File: config.mk
export PLATFORM = sky130hd
export DESIGN_NAME = d_e_reg
export DESIGN_NICKNAME = d
export VERILOG_FILES = /design/src/rtl/d_e_reg.sv
export SDC_FILE = /design/constraint.sdc
export NUM_CORES = 1
export LEC_CHECK = 0
export ABC_CLOCK_PERIOD_IN_PS = 2100
export CORE_AREA = 2 2 144 146
export DETAILED_ROUTE_END_ITERATION = 10
export DIE_AREA = 0 0 146 148
export GPL_ROUTABILITY_DRIVEN = 0
export HOLD_SLACK_MARGIN = 0.06
export PLACE_DENSITY = 0.83
export SYNTH_ARGS = -nofsm -noshare
export SYNTH_HDL_FRONTEND = slang
export SYNTH_SLANG_ARGS = --single-unit
File: constraint.sdc
create_clock -name clk -period 2.1 [get_ports clk]
set_input_delay 0.42 -clock clk [delete_from_list [all_inputs] [get_ports clk]]
set_output_delay 0.42 -clock clk [all_outputs]
set_load 0.03 [all_outputs]
File: src/rtl/d_e_reg.sv
// ---------------------------------------------------------------------------
// d_e_reg : decode/execute pipeline register for the five-stage MIPS core.
//
// Captures the decoded instruction, its forwarded operands, the extended
// immediate and the E-stage control word on every rising clock edge. It also
// tracks E-relative hazard timing (Tnew) and counts inserted bubbles.
//
// Ports
//   clk, reset        clock and synchronous active-high reset
//   E_clr             insert a bubble this edge (wins over E_en)
//   E_en              load enable; hold when low
//   D_*               decode-stage fields to be captured
//   E_*               registered execute-stage copies
//   M_Tnew_nxt        combinational E_Tnew - 1 (floor 0) for the E/M register
//   E_valid           1 = real instruction, 0 = bubble or reset
//   bubble_cnt        saturating count of bubbles since reset
// ---------------------------------------------------------------------------
module d_e_reg #(
  parameter logic [31:0] RESET_PC = 32'h0000_3000
) (
  input  logic        clk,
  input  logic        reset,
  input  logic        E_clr,
  input  logic        E_en,
  input  logic [31:0] D_PC,
  input  logic [31:0] D_Instr,
  input  logic [31:0] D_RD1,
  input  logic [31:0] D_RD2,
  input  logic [31:0] D_EXT,
  input  logic [2:0]  D_ALUOp,
  input  logic        D_ALUSrc,
  input  logic        D_RegWrite,
  input  logic [4:0]  D_A3,
  input  logic [1:0]  D_WDSel,
  input  logic        D_MemWrite,
  input  logic [1:0]  D_Tnew,
  output logic [31:0] E_PC,
  output logic [31:0] E_Instr,
  output logic [31:0] E_RD1,
  output logic [31:0] E_RD2,
  output logic [31:0] E_EXT,
  output logic [2:0]  E_ALUOp,
  output logic        E_ALUSrc,
  output logic        E_RegWrite,
  output logic [4:0]  E_A3,
  output logic [1:0]  E_WDSel,
  output logic        E_MemWrite,
  output logic [1:0]  E_Tnew,
  output logic [1:0]  M_Tnew_nxt,
  output logic        E_valid,
  output logic [15:0] bubble_cnt
);

  // Tnew counts down one per stage advance and never goes below zero.
  function automatic logic [1:0] tnew_dec(input logic [1:0] t);
    if (t == 2'd0) begin
      return 2'd0;
    end else begin
      return t - 2'd1;
    end
  endfunction

  logic [31:0] e_pc_q,       e_pc_d;
  logic [31:0] e_instr_q,    e_instr_d;
  logic [31:0] e_rd1_q,      e_rd1_d;
  logic [31:0] e_rd2_q,      e_rd2_d;
  logic [31:0] e_ext_q,      e_ext_d;
  logic [2:0]  e_aluop_q,    e_aluop_d;
  logic        e_alusrc_q,   e_alusrc_d;
  logic        e_regwrite_q, e_regwrite_d;
  logic [4:0]  e_a3_q,       e_a3_d;
  logic [1:0]  e_wdsel_q,    e_wdsel_d;
  logic        e_memwrite_q, e_memwrite_d;
  logic [1:0]  e_tnew_q,     e_tnew_d;
  logic        e_valid_q,    e_valid_d;
  logic [15:0] bubble_cnt_q, bubble_cnt_d;

  // Next-state selection: reset > clear (bubble) > load > hold.
  always_comb begin
    e_pc_d       = e_pc_q;
    e_instr_d    = e_instr_q;
    e_rd1_d      = e_rd1_q;
    e_rd2_d      = e_rd2_q;
    e_ext_d      = e_ext_q;
    e_aluop_d    = e_aluop_q;
    e_alusrc_d   = e_alusrc_q;
    e_regwrite_d = e_regwrite_q;
    e_a3_d       = e_a3_q;
    e_wdsel_d    = e_wdsel_q;
    e_memwrite_d = e_memwrite_q;
    e_tnew_d     = e_tnew_q;
    e_valid_d    = e_valid_q;
    bubble_cnt_d = bubble_cnt_q;

    if (reset || E_clr) begin
      // A bubble is indistinguishable from the reset state (sll $0,$0,0).
      e_pc_d       = RESET_PC;
      e_instr_d    = 32'h0000_0000;
      e_rd1_d      = 32'h0000_0000;
      e_rd2_d      = 32'h0000_0000;
      e_ext_d      = 32'h0000_0000;
      e_aluop_d    = 3'd0;
      e_alusrc_d   = 1'b0;
      e_regwrite_d = 1'b0;
      e_a3_d       = 5'd0;
      e_wdsel_d    = 2'd0;
      e_memwrite_d = 1'b0;
      e_tnew_d     = 2'd0;
      e_valid_d    = 1'b0;
      if (reset) begin
        bubble_cnt_d = 16'h0000;
      end else if (bubble_cnt_q != 16'hFFFF) begin
        bubble_cnt_d = bubble_cnt_q + 16'h0001;
      end else begin
        bubble_cnt_d = bubble_cnt_q;
      end
    end else if (E_en) begin
      e_pc_d       = D_PC;
      e_instr_d    = D_Instr;
      e_rd1_d      = D_RD1;
      e_rd2_d      = D_RD2;
      e_ext_d      = D_EXT;
      e_aluop_d    = D_ALUOp;
      e_alusrc_d   = D_ALUSrc;
      // Writes to $0 are dropped here so forwarding can never match $0.
      e_regwrite_d = D_RegWrite & (D_A3 != 5'd0);
      e_a3_d       = D_A3;
      e_wdsel_d    = D_WDSel;
      e_memwrite_d = D_MemWrite;
      e_tnew_d     = tnew_dec(D_Tnew);
      e_valid_d    = 1'b1;
    end else begin
      bubble_cnt_d = bubble_cnt_q;
    end
  end

  // Pipeline register state update.
  always_ff @(posedge clk) begin
    e_pc_q       <= e_pc_d;
    e_instr_q    <= e_instr_d;
    e_rd1_q      <= e_rd1_d;
    e_rd2_q      <= e_rd2_d;
    e_ext_q      <= e_ext_d;
    e_aluop_q    <= e_aluop_d;
    e_alusrc_q   <= e_alusrc_d;
    e_regwrite_q <= e_regwrite_d;
    e_a3_q       <= e_a3_d;
    e_wdsel_q    <= e_wdsel_d;
    e_memwrite_q <= e_memwrite_d;
    e_tnew_q     <= e_tnew_d;
    e_valid_q    <= e_valid_d;
    bubble_cnt_q <= bubble_cnt_d;
  end

  // Output drive; M_Tnew_nxt is the only combinational output.
  always_comb begin
    E_PC       = e_pc_q;
    E_Instr    = e_instr_q;
    E_RD1      = e_rd1_q;
    E_RD2      = e_rd2_q;
    E_EXT      = e_ext_q;
    E_ALUOp    = e_aluop_q;
    E_ALUSrc   = e_alusrc_q;
    E_RegWrite = e_regwrite_q;
    E_A3       = e_a3_q;
    E_WDSel    = e_wdsel_q;
    E_MemWrite = e_memwrite_q;
    E_Tnew     = e_tnew_q;
    M_Tnew_nxt = tnew_dec(e_tnew_q);
    E_valid    = e_valid_q;
    bubble_cnt = bubble_cnt_q;
  end

endmodule
**After elaboration in Yosys (flattened, before gate mapping)**

Cells that the tools add are included.

- Register bits after elaboration: 192
- Bits of input ports: 179
- Output and inout port bits: 194
- Logic and storage cells: 28

- Add/subtract/negate cells: 3
- Eq/ne operators: 1
- Multiplexer cells: 3
- Bitwise logic cells: 1
- Reductions and logical operators: 6

Operator list:

| cell | number |
|---|---|
| 16-bit by 1-bit adder with 16-bit output, second input constant | 1 |
| 16-bit two-way mux | 1 |
| 16-bit != test, second input constant | 1 |
| 5-bit nonzero test | 1 |
| 2-bit zero test | 2 |
| 2-bit two-way mux | 2 |
| 2-bit by 1-bit subtractor with 2-bit output, second input constant | 2 |
| 2-bit AND reduction | 1 |
| 2-bit nonzero test | 1 |
| 1-bit bitwise AND | 1 |
| 1-bit logical OR | 1 |

**Depth between registers and ports, before layout**

Gate-level depths: netlist of the first run.

- Word-level depth: 3
- Mapped depth: 5

**Least setup slack after synthesis of the first run**

No wires, ideal clock.

- Path kind: flip-flop to flip-flop
- From: register bubble_cnt_q[0], in the netlist bubble_cnt[0]
- To: register bubble_cnt_q[0], in the netlist bubble_cnt[0], enable pin
- Setup time: 0.399 ns
- Data arrival time: 1.950 ns
- Data required time: 1.701 ns
- Slack: -0.249 ns
- Cell stages (with the launch flop): 5
- Buffers on the path: 0
- Period minus slack after synthesis: 2.349 ns
- Path through: edfxtp_1 -> ha_1 -> nand3_2 -> nor2_1 -> a31oi_1

- Cells in the longest elaborated chain, start to end: 3

RTL lines:

| what | line | RTL |
|---|---|---|
| from (decl) | 76 | `logic [15:0] bubble_cnt_q, bubble_cnt_d;` |
| from (signal assigned) | 152 | `bubble_cnt_q <= bubble_cnt_d;` |
| 16-bit != test | 112 | `end else if (bubble_cnt_q != 16'hFFFF) begin` |
| 2-bit nonzero test (no line) | -- |  |
| 2-bit AND reduction (no line) | -- |  |

No other way between the ends.
A chain may end at the register's enable or synchronous reset.

**Worst setup path after layout of the first run**

- From: register bubble_cnt_q[5], in the netlist bubble_cnt[5]
- To: output bubble_cnt[5]

RTL lines:

| what | line | RTL |
|---|---|---|
| to (decl) | 51 | `output logic [15:0] bubble_cnt` |

No word-level cell between the ends.

==> results.toml, run 1 <==
[outcome]
status = "finished clean"

[finish]
drive_above_1_share_pct = 5.222
areaGrowthSynthToFinish_pct = 66.11
diodes = 0
design_area_sq_mm = 0.01174
fin_nets = 1202

[timing]
final-max-slew-violation-count = 0
timing.final.crit_share_pct = 96.30
fin_crit_ns = 2.022
whs_ns = 0.4570
setup_tns_ns = 0
slew_headroom_pct = 73.63
setup_viol = 0
skew_ns = 0.01091
max_freq_mhz = 494.5
rsz0062_at_grt = "no"
fin_ws_ns = 0.07775
hold_violations = 0
worstMarginPinSlew_ns = 0.3956

[critical_path]
crit_buf_inv = 1
worstPathMaxFanout = 5
setup.worst_path.start = "bubble_cnt[5]"
worstPathRequired_ns = 1.68
timing.rr.start = "bubble_cnt[0]"
crit_arrival_ns = 1.60
slowest_delay_ns = 0.72
critPathTopFamily = "buffers and inverters"
startpoint_type = "flip-flop"
worstSetupPathType = "flip-flop to output pin"
cp_slowest_cell = "clkdlybuf4s50_1"
worst_setup_path_end_kind = "output pin"
path_cells = "clkdlybuf4s50_1"

[min_path]
hold_class = "primary input to flip-flop"
worstHoldStart = "E_en"

[grt]
grt_first_pass_wirelength_mm = 31.64
grt-ovfl-total = 0
grt_start_max_net_pins = 59
grt_util_all_layers_pct = 18.39
antenna_found_initial = 1
grt_pass1_vias = 5915

[logic_synthesis]
synth_area_sq_mm = 0.007067
synthesis.nets = 837
syn_area_per_cell_sq_um = 10.76
ys_async_sr_fraction_pct = 0
synth.most_common_cell = "nor2_1"
synth_top_area_cell = "dfxtp_1"
synth_edf_count = 16
yosysWarnings = 0
synth-seq-cells = 192
synth-main-ff-cell = "dfxtp_1"
synthTopCellsByCount = "nor2_1, dfxtp_1, mux2i_1"
synth_cells = 657
synth_top_area_share_pct = 49.86
post_synth_num_cell_types = 33
seq_area_frac_synth_pct = 56.66
synthTopCellsByArea = "dfxtp_1, mux2i_1, nor2_1"

[pwr]
peakVddDrop_mv = 0.5809
p_int_uw = 6125
power.density_mw_per_mm2 = 716.3
p_sw_share_pct = 27.15
p_comb_share_pct = 16.5
p_leak_uw = 0.004852
p_sw_uw = 2283
seqPwrFrac_pct = 46.8
clkPwrFrac_pct = 36.8
design_power_total_uw = 8409

[die]
core_area_sq_mm = 0.02004
die_width_microns = 146
fp.dieH_microns = 148
rows = 52
die-area_sq_mm = 0.02161
io_pins = 373
start_util_pct = 35.26

[clock_network]
cts_resized = 0
cts_sinks = 192
cts_tree = "built"
clockRootBuffer = "clkbuf_16"
post_cts_buffers = 0
clk_pin_slew_ns = 0.07
cts_hold_buffers = 0
clk_path_buf_depth = 2
clock_latency_ns = 0.42
cts_buffers = 17
htreeDepth = 4

[route]
drt-initial-drc-count = 129
ant_nets = 0
route.detailed.drc = 0
drt-vias-per-instance = 4.573
vias = 5963
drt_first_pass_iters = 4
wl_mm = 20.69
wl_per_cell_microns = 15.87

[flow_run]
max_cap_viol_count = 0

[place]
post-place-ws_ns = 0.2277
dpl_cell_area_sq_mm = 0.01116
portBuffers = 372
dp.final_hpwl_mm = 15.45
## cells by family after synthesis
kind of cell	share of synthesized area, %
adder cells (fa/ha/maj)	0.1770
AO/OA/AOI/OAI	1.682
multiplexers	24.84
XOR/XNOR	0.3719
AND/OR/NAND/NOR	13.47
buffers and inverters	2.797
flip-flops	56.66
## final timing paths
| path | end | slack [ns] | cells after the start |
|---|---|---|---|
| worst min register to register | E_valid | 0.46 | 2 |
| worst max register to register | bubble_cnt[13] | 0.35 | 5 |
| worst min-delay path | E_RegWrite | 0.46 | 3 |
| worst max-delay path | bubble_cnt[5] | 0.08 | 1 |
## power by group through the flow
stage                     registers [uW]  logic (uW)  clock network, uW
after floorplan                     4280         398                  0
after global placement              4010        1380                  0
after detailed placement            4020        1390                  0
after CTS                           3930        1400               3180
after global routing                3950        1470               3350
final                               3930        1380               3090
## flip-flops by register name (all words and copies together) (netlist names)
name        cells
E_MemWrite      1
E_Instr        32
E_WDSel         2
E_RD1          32
E_PC           32
E_A3            5
E_RD2          32
E_Tnew          2
E_ALUSrc        1
E_RegWrite      1
bubble_cnt     16
E_EXT          32
E_valid         1
E_ALUOp         3
## metal layers
metal  global-route usage, %  vias up  share of wire [%]
met5                       0        -              0.063
met4                   5.000        2                1.3
met3                   7.130       21                8.1
met2                   32.15      236                 51
met1                   21.06     2751                 40
li1                        -     2953                  -
## cell type report
type | instances | area, sq um
Clock inverter | 13 | 127.6
Tap cell | 270 | 337.8
Inverter | 2 | 7.507
Multi-Input combinational cell | 421 | 2874
Fill cell | 1716 | 8300
Timing Repair Buffer | 388 | 3959
Clock buffer | 18 | 429.2
Sequential cell | 192 | 4004
## placed cells by master (no fill, tap or decap), types with 4 or more instances in the layout
master           netlist  final
or4_1                  5      5
o31ai_1                4      4
nor2_1               182    182
or3_1                  4      4
clkbuf_16              0     17
nor2b_1                5      5
a21oi_1               11     11
buf_4                  0      9
dfxtp_1              176    176
o21ai_0                4      4
buf_12                 0      7
nand2_1                6      6
mux2i_1              172    172
dlymetal6s2s_1         0      9
clkdlybuf4s50_1        0    362
edfxtp_1              16     16
nand3_1                6      6
## per-stage QoR
stage | std cells | utilization, %
2_1_floorplan | 657 | -
3_3_place_gp | 1273 | 55.69
3_5_place_dp | 1273 | 55.69
4_1_cts | 1304 | 58.47
5_1_grt | 1304 | 58.58
6_report | 1304 | 58.58
(Power assumes the default switching activity.)
==> inputs of run 2 (changes only) <==
- PLACE_DENSITY: 0.83 -> 0.76
==> run 2 against run 1 <==
Register-to-register slack hardly changed. Design area is 0.42% higher. Total power is 1.5% higher. First-iteration DRC count is 80% higher. Final cell count is 0.31% higher. Critical path type unchanged. Critical endpoint is now M_Tnew_nxt[1]. Largest cell class unchanged. Largest power group unchanged.
==> results.toml, run 2 (synthesized netlist as in run 1, its figures left out) <==
[grt]
grt-ovfl-total = 0
grt_util_all_layers_pct = 19.30
grt_start_max_net_pins = 78
grt_pass1_vias = 6019
antenna_found_initial = 0
grt_first_pass_wirelength_mm = 33.07

[pwr]
clkPwrFrac_pct = 37.7
seqPwrFrac_pct = 46.0
power.density_mw_per_mm2 = 724.3
p_sw_uw = 2313
peakVddDrop_mv = 0.5676
p_leak_uw = 0.004835
p_int_uw = 6225
p_comb_share_pct = 16.3
design_power_total_uw = 8538
p_sw_share_pct = 27.09

[critical_path]
worstPathRequired_ns = 1.68
crit_arrival_ns = 1.61
rrSetupSlack_ns = 0.35
worstSetupPathType = "flip-flop to output pin"
worst_setup_path_end_kind = "output pin"
crit_end = "M_Tnew_nxt[1]"
startpoint_type = "flip-flop"
timing.rr.start = "bubble_cnt[0]"
worstPathMaxFanout = 4
ff2ff_path_depth = 5
setup.worst_path.start = "E_Tnew[0]"
r2r-end = "bubble_cnt[8]"

[clock_network]
htreeDepth = 4
post_cts_buffers = 0
cts_tree = "built"
cts_buffers = 17
clk_path_buf_depth = 2
clk_pin_slew_ns = 0.07
clock_latency_ns = 0.42
cts_sinks = 192
clockRootBuffer = "clkbuf_16"

[finish]
fill_cells = 1765
layout_commonest_cell = "clkdlybuf4s50_1"
areaGrowthSynthToFinish_pct = 66.80
multiInputGateArea_sq_mm = 0.002874
regArea_sq_mm = 0.004004
final_cell_mix = "clkdlybuf4s50_1, nor2_1, dfxtp_1, mux2i_1, clkbuf_16"
diodes = 0
fin_nets = 1205
drive_above_1_share_pct = 5.684

[outcome]
status = "finished clean"

[route]
ant_nets = 0
drt-vias-per-instance = 4.610
drt_first_pass_iters = 4
vias = 6030
wl_per_cell_microns = 16.08
drt-initial-drc-count = 232
wl_mm = 21.04
route.detailed.drc = 0

[die]
die-area_sq_mm = 0.02161
io_pins = 373
start_util_pct = 35.26
rows = 52
die_width_microns = 146
core_area_sq_mm = 0.02004
fp.dieH_microns = 148

[timing]
final-max-slew-violation-count = 0
setup_tns_ns = 0
max_freq_mhz = 492.7
slew_headroom_pct = 66.36
worstMarginPinSlew_ns = 0.5046
rsz0062_at_grt = "no"
timing.final.crit_share_pct = 96.66
fin_crit_ns = 2.030
hold_violations = 0
setup_viol = 0
skew_ns = 0.01291

[place]
portBuffers = 372
dp.final_hpwl_mm = 15.73

[flow_run]
max_cap_viol_count = 0

[min_path]
hold_class = "flip-flop to flip-flop"
run 2: cell types whose count changed in the layout (fill, tap and decap cells not counted), sizes merged:
| cell | before | now |
|---|---|---|
| dlymetal6s2s | 9 | 5 |
| buf | 17 | 20 |
| clkdlybuf4s50 | 362 | 365 |
| clkinvlp | 2 | 0 |
| inv | 7 | 9 |
| clkbuf | 18 | 19 |
| dlygate4sd2 | 0 | 1 |
run 2: metrics by stage:
stage                     instances  util [%]  area (sq um)  setup slack, ns  hold slack (ns)
final                          1308     58.82         11790          0.07017           0.4746
after global routing           1308     58.82         11790         0.009866           0.5013
after global placement         1276     55.80         11180           0.2088           0.4467
after detailed placement       1276     55.80         11180           0.1843           0.4616
after CTS                      1308     58.76         11780         0.005115           0.4711
after floorplan                 657         -          7073          0.05025           0.5446
run 2: worst max-delay path: stages, from the launching register on:
cell,delay (ns)
dfxtp_1,0.39
and2_1,0.14
clkdlybuf4s50_1,0.67
run 2: power by group through the flow:
stage,combinational (uW),sequential [uW],clock [uW]
2_1_floorplan,398,4280,0
3_3_place_gp,1380,4010,0
4_1_cts,1400,3930,3310
3_5_place_dp,1400,4010,0
6_report,1390,3930,3220
5_1_grt,1480,3950,3490
run 2: worst min path at each step:
stage / startpoint / to / slack [ns] / cells past startpoint
after floorplan: E_clr / E_PC[12] / 0.54 / 2
after global placement: E_valid / E_valid / 0.45 / 2
after detailed placement: E_valid / E_valid / 0.46 / 2
after CTS: E_en / E_Tnew[1] / 0.47 / 3
after global routing: E_en / E_Tnew[1] / 0.50 / 3
final: E_valid / E_valid / 0.47 / 2
run 2: cell type report:
| class | instances | area share [%] |
|---|---|---|
| clock buffer | 19 | 3.842 |
| clock inverter | 13 | 1.199 |
| inverter | 2 | 0.06369 |
| multi-input combinational | 421 | 24.38 |
| sequential | 192 | 33.97 |
| tap | 270 | 2.866 |
| timing repair buffer | 391 | 33.68 |
run 2: per-layer routing:
layer | wire [microns] | vias up | track usage (%)
met3 | 1711 | 21 | 6.821
met5 | 0 | - | 0
met2 | 10620 | 249 | 33.82
li1 | - | 2968 | -
met4 | 318 | 0 | 5.874
met1 | 8386 | 2792 | 22.20
run 2: what timing repair did:
| action | in CTS | in global routing |
|---|---|---|
| endpoints found under the setup margin | 1 | 5 |
| gates cloned | 0 | 0 |
| gates resized for setup | 1 | 5 |
| hold buffers | 0 | 0 |
==> inputs of run 3 (changes only) <==
- CTS_CLUSTER_SIZE: default -> 14
==> results of run 3 <==
Same layout as run 2: the final DEF is identical, and so are final timing and power.
